`src/rtl/tlb_maint_pkg.sv`:
```
// Shared definitions for the TLB maintenance engine: op/state encodings,
// entry geometry and the entry packing helpers.
package tlb_maint_pkg;

  localparam int TLB_DATA_WIDTH  = 63;
  localparam int TLB_INDEX_NUM   = 16;
  localparam int TLB_INDEX_WIDTH = $clog2(TLB_INDEX_NUM);

  localparam logic [TLB_INDEX_WIDTH-1:0] IDX_MAX = TLB_INDEX_WIDTH'(TLB_INDEX_NUM - 1);

  // Entry field positions inside a packed TLB entry.
  localparam int VPN2_HI = 62;
  localparam int VPN2_LO = 44;
  localparam int PFN1_HI = 43;
  localparam int PFN1_LO = 24;
  localparam int D1_BIT  = 23;
  localparam int V1_BIT  = 22;
  localparam int PFN0_HI = 21;
  localparam int PFN0_LO = 2;
  localparam int D0_BIT  = 1;
  localparam int V0_BIT  = 0;

  typedef enum logic [1:0] {
    OP_TLBWI = 2'b00,
    OP_TLBWR = 2'b01,
    OP_TLBP  = 2'b10,
    OP_TLBR  = 2'b11
  } op_e;

  typedef enum logic [2:0] {
    ST_IDLE  = 3'd0,
    ST_WRITE = 3'd1,
    ST_PROBE = 3'd2,
    ST_READ  = 3'd3,
    ST_DONE  = 3'd4
  } state_e;

  typedef logic [TLB_DATA_WIDTH-1:0] entry_t;

  function automatic entry_t pack_entry(input logic [18:0] vpn2,
                                        input logic [19:0] pfn1, input logic d1, input logic v1,
                                        input logic [19:0] pfn0, input logic d0, input logic v0);
    return {vpn2, pfn1, d1, v1, pfn0, d0, v0};
  endfunction

  // Rebuilds the CP0 EntryLo image of one page half.
  function automatic logic [31:0] entrylo_image(input logic [19:0] pfn, input logic d,
                                                input logic v);
    return {6'b0, pfn, 3'b0, d, v, 1'b0};
  endfunction

endpackage

```
`src/rtl/tlb_maint_random.sv`:
```
// CP0 Random register: counts down every cycle and wraps to the top entry
// once it reaches (or sits below) the Wired boundary.
module tlb_random
  import tlb_maint_pkg::*;
(
  input  logic                       clk,
  input  logic                       rst,
  input  logic [TLB_INDEX_WIDTH-1:0] wired,
  output logic [TLB_INDEX_WIDTH-1:0] random
);

  // NOTE: state registers use non-blocking assignments so every flop samples
  // the pre-edge value of its neighbours.
  always_ff @(posedge clk) begin
    if (!rst) begin
      random <= IDX_MAX;
    end else if (random <= wired) begin
      random <= IDX_MAX;
    end else begin
      random <= random - 1'b1;
    end
  end

endmodule

```
`src/rtl/tlb_maint.sv`:
```
// TLB maintenance engine: sequences TLBWI/TLBWR/TLBP/TLBR against an external
// TLB array through one write port and one combinational read port.
module tlb_maint
  import tlb_maint_pkg::*;
(
  input  logic                       clk,
  input  logic                       rst,
  input  logic                       op_valid,
  input  logic [1:0]                 op,
  input  logic [31:0]                cp0_entryhi,
  input  logic [31:0]                cp0_entrylo0,
  input  logic [31:0]                cp0_entrylo1,
  input  logic [TLB_INDEX_WIDTH-1:0] cp0_index,
  input  logic [TLB_INDEX_WIDTH-1:0] cp0_wired,
  output logic                       tlb_we,
  output logic [TLB_INDEX_WIDTH-1:0] tlb_index,
  output logic [TLB_DATA_WIDTH-1:0]  tlb_data,
  output logic [TLB_INDEX_WIDTH-1:0] tlb_rd_index,
  input  logic [TLB_DATA_WIDTH-1:0]  tlb_rd_data,
  output logic                       busy,
  output logic                       done,
  output logic                       stallreq,
  output logic [TLB_INDEX_WIDTH-1:0] cp0_random,
  output logic [31:0]                probe_result,
  output logic [31:0]                rd_entryhi,
  output logic [31:0]                rd_entrylo0,
  output logic [31:0]                rd_entrylo1
);

  state_e                     state, state_next;
  entry_t                     entry_q;
  logic [TLB_INDEX_WIDTH-1:0] target_q;
  logic [TLB_INDEX_WIDTH-1:0] scan_q;
  logic                       probe_hit;
  logic                       accept;
  entry_t                     entry_in;
  logic                       unused_cp0_bits;

  tlb_random u_random (
    .clk    (clk),
    .rst    (rst),
    .wired  (cp0_wired),
    .random (cp0_random)
  );

  assign entry_in = pack_entry(cp0_entryhi[31:13],
                               cp0_entrylo1[25:6], cp0_entrylo1[2], cp0_entrylo1[1],
                               cp0_entrylo0[25:6], cp0_entrylo0[2], cp0_entrylo0[1]);

  // ASID, cache attributes and G bits are not held in this TLB format.
  assign unused_cp0_bits = ^{cp0_entryhi[12:0],
                             cp0_entrylo0[31:26], cp0_entrylo0[5:3], cp0_entrylo0[0],
                             cp0_entrylo1[31:26], cp0_entrylo1[5:3], cp0_entrylo1[0]};

  assign accept    = (state == ST_IDLE) && op_valid;
  assign probe_hit = tlb_rd_data[VPN2_HI:VPN2_LO] == entry_q[VPN2_HI:VPN2_LO];
  assign stallreq  = busy;

  always_ff @(posedge clk) begin
    if (!rst) begin
      state        <= ST_IDLE;
      entry_q      <= '0;
      target_q     <= '0;
      scan_q       <= '0;
      probe_result <= '0;
      rd_entryhi   <= '0;
      rd_entrylo0  <= '0;
      rd_entrylo1  <= '0;
    end else begin
      state <= state_next;
      if (accept) begin
        entry_q  <= entry_in;
        // TLBWR targets the Random value seen on the accepting edge.
        target_q <= (op_e'(op) == OP_TLBWR) ? cp0_random : cp0_index;
        scan_q   <= '0;
      end
      if (state == ST_PROBE) begin
        scan_q <= scan_q + 1'b1;
        if (probe_hit) begin
          probe_result <= {1'b0, 27'b0, scan_q};
        end else if (scan_q == IDX_MAX) begin
          probe_result <= 32'h8000_0000;
        end
      end
      if (state == ST_READ) begin
        rd_entryhi  <= {tlb_rd_data[VPN2_HI:VPN2_LO], 13'b0};
        rd_entrylo1 <= entrylo_image(tlb_rd_data[PFN1_HI:PFN1_LO],
                                     tlb_rd_data[D1_BIT], tlb_rd_data[V1_BIT]);
        rd_entrylo0 <= entrylo_image(tlb_rd_data[PFN0_HI:PFN0_LO],
                                     tlb_rd_data[D0_BIT], tlb_rd_data[V0_BIT]);
      end
    end
  end

  // NOTE: every output of this block gets a default first, so no path can
  // leave a signal unassigned and infer a latch.
  always_comb begin
    state_next   = state;
    tlb_we       = 1'b0;
    tlb_index    = '0;
    tlb_data     = '0;
    tlb_rd_index = '0;
    busy         = 1'b0;
    done         = 1'b0;
    unique case (state)
      ST_IDLE: begin
        if (op_valid) begin
          unique case (op_e'(op))
            OP_TLBWI, OP_TLBWR: state_next = ST_WRITE;
            OP_TLBP:            state_next = ST_PROBE;
            OP_TLBR:            state_next = ST_READ;
            default:            state_next = ST_IDLE;
          endcase
        end
      end
      ST_WRITE: begin
        busy       = 1'b1;
        tlb_we     = 1'b1;
        tlb_index  = target_q;
        tlb_data   = entry_q;
        state_next = ST_DONE;
      end
      ST_PROBE: begin
        busy         = 1'b1;
        tlb_rd_index = scan_q;
        if (probe_hit || scan_q == IDX_MAX) begin
          state_next = ST_DONE;
        end
      end
      ST_READ: begin
        busy         = 1'b1;
        tlb_rd_index = target_q;
        state_next   = ST_DONE;
      end
      ST_DONE: begin
        done       = 1'b1;
        state_next = ST_IDLE;
      end
      default: state_next = ST_IDLE;
    endcase
  end

endmodule

```
`config.mk`:
```
export PLATFORM = sky130hd
export DESIGN_NAME = tlb_maint
export DESIGN_NICKNAME = d
export VERILOG_FILES = /design/src/rtl/tlb_maint_pkg.sv /design/src/rtl/tlb_maint_random.sv /design/src/rtl/tlb_maint.sv
export SDC_FILE = /design/constraint.sdc
export NUM_CORES = 1
export LEC_CHECK = 0
export ABC_AREA = 1
export BUFFER_PORTS_ARGS = -buffer_cell sky130_fd_sc_hd__buf_2
export CORE_AREA = 3 3 148 150
export CTS_CLUSTER_DIAMETER = 50
export DETAILED_ROUTE_END_ITERATION = 8
export DIE_AREA = 0 0 151 153
export PLACE_DENSITY = 0.66
export SLEW_MARGIN = 20
export SYNTH_ARGS = -nofsm -noshare
export SYNTH_HDL_FRONTEND = slang
export SYNTH_HIERARCHICAL = 1
export SYNTH_SLANG_ARGS = --single-unit
```
`constraint.sdc`:
```
create_clock -name clk -period 2.5 [get_ports clk]
set_input_delay 0.125 -clock clk [delete_from_list [all_inputs] [get_ports clk]]
set_output_delay 0.125 -clock clk [all_outputs]
set_load 0.1 [all_outputs]
```
# After elaboration in Yosys (flattened, before gate mapping)
# Cells that the tools add are included.
# Widths: inputs -> output; s select.
[totals]
ff_bits = 173
elab_cells = 51
[op_classes]
addsub = 2
order_cmp = 1
eq_ne = 11
muxes = 15
n_bitwise = 1
reduce_logical = 12
[op_table]
columns = ["cell", "n"]
rows = [
  ["$mux 32", 2],
  ["$mux 63", 1],
  ["$eq 19x19->1", 1],
  ["$pmux 3 s3", 2],
  ["$mux 4", 4],
  ["$pmux 4 s2", 1],
  ["$eq 3x2->1 const B", 2],
  ["$mux 3", 2],
  ["$reduce_or 2->1", 3],
  ["$add 4x1->4 const B", 1],
  ["$eq 2x2->1 const B", 2],
  ["$eq 4x4->1 const B", 1],
  ["$le 4x4->1", 1],
  ["$reduce_and 2->1", 2],
  ["$reduce_bool 2->1", 2],
  ["$sub 4x1->4 const B", 1],
  ["$eq 3x1->1 const B", 1],
  ["$eq 3x3->1 const B", 1],
  ["$logic_not 3->1", 1],
  ["$mux 1", 3],
  ["$reduce_or 3->1", 1],
  ["$eq 2x1->1 const B", 1],
  ["$logic_not 2->1", 1],
  ["$ne 2x1->1 const B", 1],
  ["other kinds (4)", 4],
]

# Logic depth before layout (Yosys ltp)
[depth]
word_depth = 5
mapped_depth = 11

# Modules after synthesis
# The synthesis kept the hierarchy.
[modules_own_cells]
columns = ["mod", "instances", "cells_per_inst", "area_per_inst_um2"]
rows = [
  ["tlb_maint", 1, 856, 6219.7],
  ["tlb_random", 1, 36, 260.2],
]

# Worst setup path after synthesis
# OpenSTA, ideal clock, no wires.
[synth_timing]
kind = "register -> output"
start = "register state[2]"
end = "output done"
arrival_ps = 2492
t_required_ps = 2375
path_slack_ps = -117
path_stages_with_launch = 3
path_buffers = 0
path_cell_list = "dfxtp_1 inv_2 nor3_1"
[synth_via]
elab_chain_len = 2
[synth_lines]
columns = ["item", "line", "rtl"]
rows = [
  ["from (decl)", "tlb_maint.sv:30", "state_e state, state_next;"],
  ["from (signal assigned)", "tlb_maint.sv:70", "state <= state_next;"],
  ["$eq 3x3->1", "tlb_maint.sv:105", "unique case (state)"],
  ["$mux 1", "tlb_maint.sv:105", ""],
  ["to (decl)", "tlb_maint.sv:21", "output logic done,"],
]
# No other way between the ends.

# Worst setup path after layout
[layout_timing]
start = "register state[0]"
end = "output tlb_rd_index[0]"
[layout_via]
elab_chain_len = 2
[layout_lines]
columns = ["item", "line", "rtl"]
rows = [
  ["$eq 3x2->1", "tlb_maint.sv:105", ""],
  ["$pmux 4 s2 (*)", "tlb_maint.sv:105", ""],
  ["to (decl)", "tlb_maint.sv:18", "output logic [TLB_INDEX_WIDTH-1:0] tlb_rd_index,"],
]
# Every way passes the cells marked *; elsewhere a longest branch is shown, timed or not.

==> flow_summary.ini <==
[cts]
clock-root-buffer = clkbuf_16
clock-sinks = 146
insertion_delay_ns = 0.42
cts_tree = yes
clk_pin_slew_ns = 0.07
cts_setup_buffers = 0
h-tree-depth = 4
clockBufferDepth = 2
numCtsBuffers = 17

[timing]
period_share_pct = 87.1
finalWorstSetupSlack_ns = 0.323
relSlewSlack_pct = 66.1
setup_viol = 0
fin_setup_tns_ns = 0
report.final.slew_viol_count = 0
rsz0062_at_grt = false
max_clock_freq_mhz = 459
period_minus_slack_ns = 2.18
tightest_slew_ns = 0.509
finalHoldViolations = 0
clock-skew-final_ns = 0.0146

[grt]
track_usage_pct = 17.1
antenna_found_initial = 1
grt_pass1_vias = 6609
grt_max_degree = 69
grt_pass1_wl_mm = 31.9
gr-total-overflow = 0

[cells_and_area]
fillers = 2013
final_common_cell = buf_2
final_area_sq_um = 9700
syn_to_final_growth_pct = 49.6
nNetsFinal = 1458
mostFrequentLayoutCells = buf_2, nor2_1, dfxtp_1
drive_above_1_share_pct = 26.5
antennaDiodeCount = 0

[place]
gp_congestion = 0.791
dp_hpwl_mm = 13.4
dpl_cell_area_sq_um = 7960
portBuffers = 285
place_ws_ns = 0.658

[synth]
ys_ff_latch = 146
yosysTopAreaCell = dfxtp_1
synth_area_sq_um = 6480
yosys_warnings = 6
async_flop_share_pct = 0
synth_edf_count = 0
synth.avg_cell_area_sq_um = 7.26
ys.flop_type = dfxtp_1
ys_types = 28
seq_area_frac_synth_pct = 45.1
syn_inst = 892
synth_area_leaders = dfxtp_1, nor2_1, o21ai_0
yosysTopAreaCellShare_pct = 45.1

[status]
status = complete, no violations

[setup_path]
endpoint_kind = output pin
path_max_fanout = 53
regToRegSetupSlack_ns = 0.67
critPathLaunch = state[0]
start_kind = flop
crit_type = reg2out
cp.required_ns = 2.38
reg2reg_from = state[0]
arrival_ns = 2.05

[power]
vdd_ir_drop_max_mv = 0.466
p_per_area_nw_per_um2 = 898
p_leak_nw = 4.74

[floorplan]
die_area_sq_um = 23100
io_pins = 379
die_y_um = 153
num_rows = 53
coreArea_sq_um = 20800
die_w_um = 151
start_util_pct = 31.1

[routing]
antenna_left = 0
drc_errors = 0
drt-initial-drc-count = 220
routed_via_density = 4.37
drt-total-wl_mm = 20.3
wl_per_cell_um = 12.9
firstDrtPassIters = 5
vias = 6849

[min_path]
min_from = cp0_entryhi[29]
hp-class = in2reg

[run]
drv_cap = 0
==> report_power, final <==
part           internal, mW  total [mW]  switching, mW
registers              2.68        2.83          0.152
logic                 0.739        3.49           2.75
clock network          1.30        2.40           1.09
total                  4.72        8.71           4.00
==> worst max-delay path, cell delays in order, from the launching register on <==
cell and delay (ns):
dfxtp_1 0.50, nand3_2 0.16, buf_4 0.29, o22ai_1 0.21, buf_2 0.45
==> cell usage after synthesis, types with 3 or more instances <==
cell and count:
buf_6 5, o21ai_0 130, buf_2 13, a21oi_1 87, inv_1 104, buf_4 63, inv_2 5, o22ai_1 4
o21ai_1 5, nand3_1 13, dfxtp_1 146, clkbuf_2 3, ha_1 6, clkbuf_1 25, nor3_1 3, a31oi_1 4
xnor2_1 6, nor2_1 181, nand3b_1 4, nand2_1 77
==> cells by family (layout without fill, tap and decap cells) <==
family	after synthesis	count (layout)	share of synthesized area [%]
buf+inv	218	560	17.2
flops	146	146	45.1
fa+ha+maj	6	6	1.16
xor+xnor	6	6	0.811
compound gates	232	232	18.2
simple gates	283	283	17.6
other cells	1	60	0.0579
==> state kept, by name, indices dropped and copies added, names as in the netlist <==
register / flops
entry_q: 63
scan_q: 4
target_q: 4
rd_entrylo0: 22
probe_result: 5
state: 3
rd_entrylo1: 22
u_random/random: 4
rd_entryhi: 19
==> routing by layer <==
layer	part of all wire, %	GRT usage (%)
met5	0.064	0
met4	2.2	7.34
met3	6.9	4.21
met2	49	31.1
met1	42	18.7
==> final timing paths <==
path | cells past startpoint | endpoint
min | 3 | entry_q[60]
min reg2reg | 1 | u_random/random[0]
max | 4 | tlb_rd_index[0]
max reg2reg | 8 | entry_q[20]
==> what timing repair did <==
action,4_1_cts,5_1_grt
hold endpoints to repair,119,0
hold buffers,119,0
resized for setup,0,0
==> per-stage QoR <==
step | power, mW | instances | hold WS, ns | utilization [%]
2_1_floorplan | 5.71 | 951 | 0.273 | -
3_3_place_gp | 6.18 | 1417 | 0.376 | 38.2
3_5_place_dp | 6.22 | 1417 | 0.382 | 38.2
4_1_cts | 8.80 | 1568 | 0.00656 | 46.6
5_1_grt | 9.17 | 1568 | 0.0256 | 46.6
6_report | 8.71 | 1568 | 0.0288 | 46.6
==> final cells by class <==
| class | instances | area [sq um] | share of cell area, % |
|---|---|---|---|
| Tap cell | 275 | 344 | 3.55 |
| Sequential cell | 146 | 2920 | 30.1 |
| Inverter | 109 | 410 | 4.23 |
| Clock inverter | 14 | 119 | 1.23 |
| Timing Repair Buffer | 419 | 2800 | 28.8 |
| Multi-Input combinational cell | 587 | 2680 | 27.6 |
| Clock buffer | 18 | 429 | 4.43 |
Power figures use the tool's default switching activity.
